[src/rtl/ps2_host_tx.sv]
// rtl/ps2_host_tx.sv - PS/2 host-to-device command byte transmitter
//
// Sends one byte to a PS/2 device: clock inhibit, request-to-send, bits
// shifted on device clock falls (LSB first), odd parity, stop, ACK check,
// with start and transfer timeouts. Lines are open-drain; *_oe = 1 pulls low.
//
// Ports:
//   clk, rstn            system clock, synchronous active-low reset
//   PS2_clk, PS2_data    raw pad levels (asynchronous)
//   tx_data, tx_valid    command byte and request (taken when tx_ready)
//   tx_ready             high only when idle
//   busy                 high whenever not idle
//   PS2_clk_oe           pull PS/2 clock low
//   PS2_data_oe          pull PS/2 data low
//   done, err_code       end-of-transfer pulse; 0 ok, 1 no ACK,
//                        2 start timeout, 3 transfer timeout
module ps2_host_tx #(
  parameter int FILTER_LEN     = 8,
  parameter int INHIBIT_CYCLES = 12000,
  parameter int START_TIMEOUT  = 1500000,
  parameter int XFER_TIMEOUT   = 200000
) (
  input  logic       clk,
  input  logic       rstn,
  input  logic       PS2_clk,
  input  logic       PS2_data,
  input  logic [7:0] tx_data,
  input  logic       tx_valid,
  output logic       tx_ready,
  output logic       busy,
  output logic       PS2_clk_oe,
  output logic       PS2_data_oe,
  output logic       done,
  output logic [1:0] err_code
);

  localparam int MAX_A = (INHIBIT_CYCLES > START_TIMEOUT) ? INHIBIT_CYCLES : START_TIMEOUT;
  localparam int MAX_T = (MAX_A > XFER_TIMEOUT) ? MAX_A : XFER_TIMEOUT;
  localparam int TW    = $clog2(MAX_T) + 1;
  localparam int FW    = $clog2(FILTER_LEN + 1);

  typedef enum logic [2:0] {
    IDLE,
    INHIBIT,
    START,
    RTS,
    SHIFT,
    WAIT_IDLE,
    FINISH
  } state_t;

  // input conditioning
  logic          clk_s1, clk_s2, dat_s1, dat_s2;
  logic          filt_clk;
  logic [FW-1:0] filt_cnt;
  logic          fall;

  always_ff @(posedge clk) begin
    if (!rstn) begin
      clk_s1   <= 1'b1;
      clk_s2   <= 1'b1;
      dat_s1   <= 1'b1;
      dat_s2   <= 1'b1;
      filt_clk <= 1'b1;
      filt_cnt <= '0;
      fall     <= 1'b0;
    end else begin
      clk_s1 <= PS2_clk;
      clk_s2 <= clk_s1;
      dat_s1 <= PS2_data;
      dat_s2 <= dat_s1;
      fall   <= 1'b0;
      if (clk_s2 == filt_clk) begin
        filt_cnt <= '0;
      end else if (filt_cnt == FW'(FILTER_LEN - 1)) begin
        // FILTER_LEN consecutive samples disagreed with the filtered level
        filt_clk <= clk_s2;
        filt_cnt <= '0;
        fall     <= filt_clk;  // old level 1 means this change is a fall
      end else begin
        filt_cnt <= filt_cnt + FW'(1);
      end
    end
  end

  // control FSM and datapath
  state_t        state_q, state_d;
  logic [7:0]    shreg_q, shreg_d;
  logic          parity_q, parity_d;
  logic [3:0]    bit_cnt_q, bit_cnt_d;
  logic [TW-1:0] timer_q, timer_d;
  logic [1:0]    err_q, err_d;

  always_ff @(posedge clk) begin
    if (!rstn) begin
      state_q   <= IDLE;
      shreg_q   <= '0;
      parity_q  <= 1'b0;
      bit_cnt_q <= '0;
      timer_q   <= '0;
      err_q     <= '0;
    end else begin
      state_q   <= state_d;
      shreg_q   <= shreg_d;
      parity_q  <= parity_d;
      bit_cnt_q <= bit_cnt_d;
      timer_q   <= timer_d;
      err_q     <= err_d;
    end
  end

  assign err_code = err_q;

  always_comb begin
    state_d     = state_q;
    shreg_d     = shreg_q;
    parity_d    = parity_q;
    bit_cnt_d   = bit_cnt_q;
    // saturating timer: an all-ones value is above every threshold
    timer_d     = (timer_q == '1) ? timer_q : timer_q + TW'(1);
    err_d       = err_q;
    tx_ready    = 1'b0;
    busy        = 1'b1;
    PS2_clk_oe  = 1'b0;
    PS2_data_oe = 1'b0;
    done        = 1'b0;

    case (state_q)
      IDLE: begin
        tx_ready = 1'b1;
        busy     = 1'b0;
        timer_d  = '0;
        if (tx_valid) begin
          shreg_d   = tx_data;
          parity_d  = ~^tx_data;
          bit_cnt_d = '0;
          err_d     = 2'd0;
          state_d   = INHIBIT;
        end
      end

      INHIBIT: begin
        PS2_clk_oe = 1'b1;
        if (timer_q >= TW'(INHIBIT_CYCLES - 1)) begin
          state_d = START;
        end
      end

      // start bit goes low while the clock is still held
      START: begin
        PS2_clk_oe  = 1'b1;
        PS2_data_oe = 1'b1;
        timer_d     = '0;
        state_d     = RTS;
      end

      RTS: begin
        PS2_data_oe = 1'b1;
        if (timer_q > TW'(START_TIMEOUT)) begin
          err_d   = 2'd2;
          state_d = FINISH;
        end else if (fall) begin
          bit_cnt_d = 4'd1;
          timer_d   = '0;
          state_d   = SHIFT;
        end
      end

      // bit_cnt = number of falls seen; shreg_q[0] is the bit on the line
      SHIFT: begin
        if (bit_cnt_q <= 4'd8) begin
          PS2_data_oe = ~shreg_q[0];
        end else if (bit_cnt_q == 4'd9) begin
          PS2_data_oe = ~parity_q;
        end
        if (timer_q > TW'(XFER_TIMEOUT)) begin
          err_d   = 2'd3;
          state_d = FINISH;
        end else if (fall) begin
          bit_cnt_d = bit_cnt_q + 4'd1;
          if (bit_cnt_q <= 4'd7) begin
            shreg_d = {1'b0, shreg_q[7:1]};
          end
          if (bit_cnt_q == 4'd10) begin
            err_d   = dat_s2 ? 2'd1 : 2'd0;
            state_d = WAIT_IDLE;
          end
        end
      end

      WAIT_IDLE: begin
        if (timer_q > TW'(XFER_TIMEOUT)) begin
          err_d   = 2'd3;
          state_d = FINISH;
        end else if (filt_clk && dat_s2) begin
          state_d = FINISH;
        end
      end

      FINISH: begin
        done    = 1'b1;
        state_d = IDLE;
      end

      default: begin
        state_d = IDLE;
      end
    endcase
  end

endmodule

[config.mk]
export PLATFORM = sky130hd
export DESIGN_NAME = ps2_host_tx
export DESIGN_NICKNAME = d
export VERILOG_FILES = /design/src/rtl/ps2_host_tx.sv
export SDC_FILE = /design/constraint.sdc
export NUM_CORES = 1
export LEC_CHECK = 0
export ABC_CLOCK_PERIOD_IN_PS = 2650
export BUFFER_PORTS_ARGS = -buffer_cell sky130_fd_sc_hd__buf_2
export CORE_MARGIN = 1.5
export CORE_UTILIZATION = 51
export DETAILED_ROUTE_END_ITERATION = 7
export PLACE_DENSITY = 0.69
export SYNTH_ARGS = -nofsm -noshare
export SYNTH_HDL_FRONTEND = slang
export SYNTH_SLANG_ARGS = --single-unit
[constraint.sdc]
create_clock -name clk -period 2.65 [get_ports clk]
set_input_delay 0.265 -clock clk [delete_from_list [all_inputs] [get_ports clk]]
set_output_delay 0.265 -clock clk [all_outputs]
set_load 0.05 [all_outputs]
==> flow_summary_export.csv, run 1 <==
group,metric,value,unit
run_status,status,"completed",
critical_path,cp.required,2.86,ns
logic_synthesis,muxShareOfSynthArea,0.719,%
flow_run,max-cap-violations,0,
timing,setup_violations,0,
timing,finClkSkew,0.00890,ns
logic_synthesis,synth_adder_area_share,3.14,%
logic_synthesis,synth-compound-area-share,16.4,%
cts,ctsResizeCount,0,
logic_synthesis,synthesis.area,0.00279,mm2
routing,firstDrtPassIters,4,
floorplan,die_area,0.00591,mm2
cts,cts.sinks,50,
logic_synthesis,synth_edf_count,0,
cts,cts_buffers,5,
cts,ctsHoldBuffers,0,
critical_path,start_kind,"flip-flop",
critical_path,crit_start,"timer_q[6]",
timing,finalHoldViolations,0,
routing,final_antenna_net_count,0,
floorplan,die-width,76.9,um
placement,port_buffers,19,
finish,area_growth,9.12,%
timing,slew_violations,0,
logic_synthesis,yosysWarnings,0,
routing,num_vias,2441,
timing,period_needed,2.33,ns
cts,cts_root_buffer,"clkbuf_8",
cts,cts_setup_buffers,0,
routing,drcViolationCount,0,
logic_synthesis,ys_ff_latch,50,
logic_synthesis,synthSimpleGateAreaFrac,30.6,%
pwr,vdd_drop_max,0.000254,V
logic_synthesis,ys_types,57,
floorplan,fp.dieH,76.9,um
pwr,cellPowerDensity,529,mW/mm2
logic_synthesis,synth_top_family_by_area,"simple AND/OR/NAND/NOR gates",
cts,insertion_delay,0.30,ns
critical_path,cp_max_fo,16,
cts,htreeDepth,2,
global_routing,grt_max_degree,23,
placement,hpwlAfterDp,4460,um
timing,rsz0062_at_grt,"false",
routing,viasPerCell,5.69,
finish,utilization,58.8,%
global_routing,grt_usage,22.6,%
logic_synthesis,synth-main-ff-cell,"dfxtp_1",
floorplan,rows,26,
logic_synthesis,async_reset_ff_share,0,%
floorplan,io_pins,20,
cts,clk_pin_slew_worst_paths,0.09,ns
pwr,leakage,1.13,nW
timing,tightest_slew,0.649,ns
pwr,total_power,1.61,mW
placement,gp_congestion,0.868,
critical_path,r2r_slack,0.32,ns
finish,design_area,0.00304,mm2
global_routing,grt_pass1_vias,2320,
global_routing,antenna_found_initial,0,
critical_path,path_class,"reg -> reg",
placement,place_area,0.00295,mm2
hold_path,hold_class,"in -> reg",
timing,max_slew_margin,56.5,%
critical_path,crit_arrival,2.54,ns
critical_path,rr_endpoint,"shreg_q[0]",
cts,tritoncts,"yes",
logic_synthesis,synth_xor_area_share,9.12,%
logic_synthesis,avgSynthCellArea,8.19,um2
finish,num_antenna_cells,0,
critical_path,crit_end,"shreg_q[0]",
timing,fmax,429,MHz
critical_path,rr_startpoint,"timer_q[6]",
floorplan,coreArea,0.00517,mm2
critical_path,crit_path_end_kind,"flip-flop",
routing,first_iter_violations,131,
timing,tns,0,ns
critical_path,worstRegToRegCells,6,
global_routing,grt_first_pass_wirelength,10800,um
logic_synthesis,synth_cells,340,
finish,fin_nets,378,
routing,wl_per_cell,14.3,um
floorplan,start_util,53.8,%
logic_synthesis,yosysSeqAreaShare,35.9,%
global_routing,grt_overflow,0,
cts,cts_max_path_buffers,2,
timing,period_share,87.9,%
finish,layout-drive-gt1-share,12.5,%
logic_synthesis,syn-num-nets,360,
timing,whs,0.141,ns
routing,wirelength,6110,um
## critical path, cell delays in order (launching register included)
cell	delay [ns]
dfxtp_1	0.47
nor4b_2	0.33
nand4_2	0.21
a2111oi_2	0.48
o21a_2	0.41
nor2_1	0.07
a311oi_1	0.26
## registers in the layout, summed over array words and instances (netlist names)
register,cells
err_code,2
filt_cnt,4
state_q,3
clk_s2,1
parity_q,1
timer_q,22
dat_s1,1
dat_s2,1
shreg_q,8
clk_s1,1
bit_cnt_q,4
filt_clk,1
fall,1
## through the flow
step           instances  setup WS (ns)
6_report             429          0.320
5_1_grt              429         0.0679
4_1_cts              429          0.327
3_5_place_dp         421          0.349
3_3_place_gp         421          0.376
2_1_floorplan        340          0.154
## synthesized netlist by cell type (3+ instances only)
cell,n,area share (%)
nand2b_1,6,1.3
or3_1,5,1.1
nand4_1,4,0.90
xor2_1,15,4.7
nor3_1,9,1.6
nor2b_1,5,1.1
ha_1,7,3.1
nand3_1,25,4.5
xnor2_1,14,4.4
and3_1,7,1.6
and2_1,5,1.1
o21ai_0,6,1.1
a311oi_1,7,2.2
clkbuf_1,9,1.2
a211oi_1,5,1.3
o21ai_1,3,0.54
nor4_1,4,0.90
inv_1,13,1.8
a31oi_1,7,1.6
dfxtp_1,50,36
nand2_1,34,4.6
and4_1,4,1.3
buf_2,4,0.72
a21oi_1,12,2.2
nor2_1,42,5.7
## power breakdown
group | internal (mW) | switching (mW)
sequential | 0.785 | 0.0393
clock | 0.211 | 0.243
combinational | 0.114 | 0.215
## routing by layer
layer,vias up,wire [um],track usage (%)
li1,1245,-,-
met1,1157,2890,28.1
met2,35,3020,38.8
met3,4,148,3.93
met4,0,58,8.52
met5,-,0,0
## layout make-up
class / instances / area, um2
fillers: 484 / 2130
multi-input cells: 263 / 1670
flip-flops and latches: 50 / 1000
repair buffers: 25 / 140
well taps: 70 / 87.6
clock buffers: 7 / 86.3
inverters: 13 / 48.8
clock inverters: 1 / 5.00
## kinds of logic after synthesis
kind of cell               Yosys count
and+or+nand+nor                    164
DFF                                 50
muxes                                2
AOI/OAI and AO/OA                   61
buffers and inverters               27
xor gates and xnor gates            29
adders and majority gates            7
## how the worst min path moves through the flow
| stage | from | end | depth (start not counted) |
|---|---|---|---|
| floorplan | rstn | clk_s1 | 1 |
| global placement | clk_s1 | clk_s2 | 1 |
| detailed placement | dat_s1 | dat_s2 | 1 |
| CTS | PS2_clk | clk_s1 | 2 |
| global route | PS2_data | dat_s1 | 2 |
| finish | PS2_clk | clk_s1 | 2 |
## cells in the final DEF, fill, tap and decap left out, drive strengths merged, types with 2 or more instances in the layout
| cell | netlist | layout |
|---|---|---|
| o221a | 2 | 2 |
| nand3b | 2 | 2 |
| o21a | 2 | 2 |
| a311oi | 9 | 9 |
| nor3b | 2 | 2 |
| inv | 13 | 13 |
| o221ai | 2 | 2 |
| ha | 7 | 7 |
| clkbuf | 9 | 7 |
| nand2b | 6 | 6 |
| a21o | 2 | 2 |
| a31oi | 7 | 7 |
| xor2 | 15 | 15 |
| mux2i | 2 | 2 |
| nor4 | 6 | 6 |
| and3 | 7 | 7 |
| and2 | 6 | 6 |
| nand3 | 25 | 25 |
| and4 | 4 | 4 |
| nand4 | 5 | 5 |
| xnor2 | 14 | 14 |
| a211oi | 5 | 5 |
| buf | 5 | 25 |
| or3 | 5 | 5 |
| dfxtp | 50 | 50 |
| a21oi | 13 | 13 |
| o21ai | 9 | 9 |
| nor2 | 43 | 43 |
| nand2 | 34 | 34 |
| nor2b | 5 | 5 |
| nor3 | 9 | 9 |
Power figures use the tool's default switching activity.
==> run 2: changes to the inputs <==
Settings changed: CELL_PAD_IN_SITES_DETAIL_PLACEMENT set to 0, CELL_PAD_IN_SITES_GLOBAL_PLACEMENT set to 1, CORE_UTILIZATION 51 to 45, PLACE_DENSITY 0.69 to unset, PLACE_DENSITY_LB_ADDON set to 0.1, SLEW_MARGIN set to 20.
==> flow_summary_export.csv, run 2 (synthesis results as in run 1) <==
group,metric,value,unit
run_status,status,"completed",
timing,period_needed,2.37,ns
timing,tightest_slew,0.794,ns
critical_path,crit_arrival,2.11,ns
routing,viasPerCell,5.61,
timing,finalHoldViolations,0,
finish,largest_reg_flops,22,
cts,cts_root_buffer,"clkbuf_8",
cts,htreeDepth,2,
critical_path,r2r_slack,0.31,ns
floorplan,rows,28,
routing,firstDrtPassIters,4,
cts,clk_pin_slew_worst_paths,0.09,ns
cts,tritoncts,"yes",
global_routing,antenna_found_initial,0,
routing,first_iter_violations,115,
cts,insertion_delay,0.31,ns
global_routing,grt_usage,20.1,%
pwr,switchingPower,0.511,mW
finish,layout_common_cells,"50 x dfxtp_1, 42 x nor2_1, 34 x nand2_1",
hold_path,hold_class,"in -> reg",
timing,max_slew_margin,46.8,%
routing,wirelength,6210,um
pwr,p_comb_share,19.3,%
critical_path,cp_max_fo,14,
cts,cts_setup_buffers,0,
critical_path,path_class,"reg -> out",
placement,port_buffers,19,
timing,period_share,89.6,%
timing,rsz0062_at_grt,"false",
cts,cts_max_path_buffers,2,
finish,num_antenna_cells,0,
timing,slew_violations,0,
placement,hpwlAfterDp,4480,um
timing,tns,0,ns
pwr,clkPwrFrac,31.9,%
pwr,total_power,1.69,mW
cts,cts.sinks,50,
flow_run,max-cap-violations,0,
finish,area_growth,9.75,%
floorplan,fp.dieH,81.7,um
floorplan,io_pins,20,
global_routing,grt_pass1_vias,2243,
finish,top_register,"timer_q",
timing,finClkSkew,0.0121,ns
pwr,cellPowerDensity,554,mW/mm2
cts,ctsHoldBuffers,0,
floorplan,die_area,0.00667,mm2
finish,largest_registers,"timer_q (22), shreg_q (8)",
floorplan,coreArea,0.00596,mm2
timing,fmax,421,MHz
global_routing,grt_max_degree,26,
timing,setup_violations,0,
critical_path,cp.required,2.38,ns
finish,layout-drive-gt1-share,12.3,%
routing,wl_per_cell,14.3,um
timing,whs,0.130,ns
routing,drcViolationCount,0,
finish,fin_nets,377,
pwr,leakage,1.12,nW
pwr,vdd_drop_max,0.000332,V
cts,ctsResizeCount,0,
cts,cts_buffers,5,
floorplan,die-width,81.7,um
global_routing,grt_overflow,0,
floorplan,start_util,46.8,%
pwr,swShare,30.2,%
pwr,p_int,1.18,mW
global_routing,grt_first_pass_wirelength,10500,um
pwr,sequentialPowerShare,48.8,%
critical_path,start_kind,"flip-flop",
finish,design_area,0.00306,mm2
placement,gp_congestion,0.823,
finish,final_common_cell,"dfxtp_1",
critical_path,crit_path_end_kind,"output pin",
routing,num_vias,2431,
routing,final_antenna_net_count,0,
placement,place_area,0.00295,mm2
==> run 2: changes by cell type in the layout (fill, tap and decap cells not counted) <==
cell        delta
clkbuf_8       -1
bufinv_16      +1
buf_4          -1
clkinv_2       -1
clkinvlp_4     +1
==> run 2: final cells by class <==
type	count	area [um2]
inverters	13	48.8
repair buffers	24	133
fillers	624	2900
flip-flops and latches	50	1000
clock buffers	6	72.6
well taps	75	93.8
multi-input cells	263	1670
clock inverters	2	37.5
==> run 2: final timing paths <==
path / start / endpoint / depth (start not counted)
setup / recovery: state_q[1] / PS2_data_oe / 6
hold / removal: PS2_clk / clk_s1 / 2
setup reg to reg: timer_q[6] / shreg_q[6] / 6
hold reg to reg: dat_s1 / dat_s2 / 1
==> run 2: through the flow <==
step	cells	setup WS [ns]	utilization (%)
global placement	425	0.279	49.5
floorplan	340	0.154	-
global route	433	0.0465	51.3
CTS	433	0.269	51.3
detailed placement	425	0.315	49.5
finish	433	0.277	51.3
==> run 2: power groups by stage <==
| stage | clock, mW | sequential (mW) | combinational [mW] |
|---|---|---|---|
| after global placement | 0 | 0.842 | 0.330 |
| after floorplan | 0 | 0.830 | 0.262 |
| after CTS | 0.563 | 0.824 | 0.331 |
| after detailed placement | 0 | 0.842 | 0.329 |
| final | 0.540 | 0.825 | 0.327 |
| after global routing | 0.575 | 0.830 | 0.365 |
==> run 2: critical path, stage by stage (launching register included) <==
cell	delay [ns]
dfxtp_1	0.48
nor2_1	0.27
buf_4	0.23
nand2_1	0.19
buf_4	0.23
o22ai_1	0.13
buf_2	0.28
==> run 2: routing by layer <==
| layer | GRT usage, % | vias to the layer above | routed length, um |
|---|---|---|---|
| met1 | 26.3 | 1144 | 3150 |
| met2 | 34.1 | 33 | 2830 |
| met5 | 0 | - | 0 |
| met4 | 6.27 | 0 | 72 |
| li1 | - | 1247 | - |
| met3 | 3.00 | 7 | 158 |
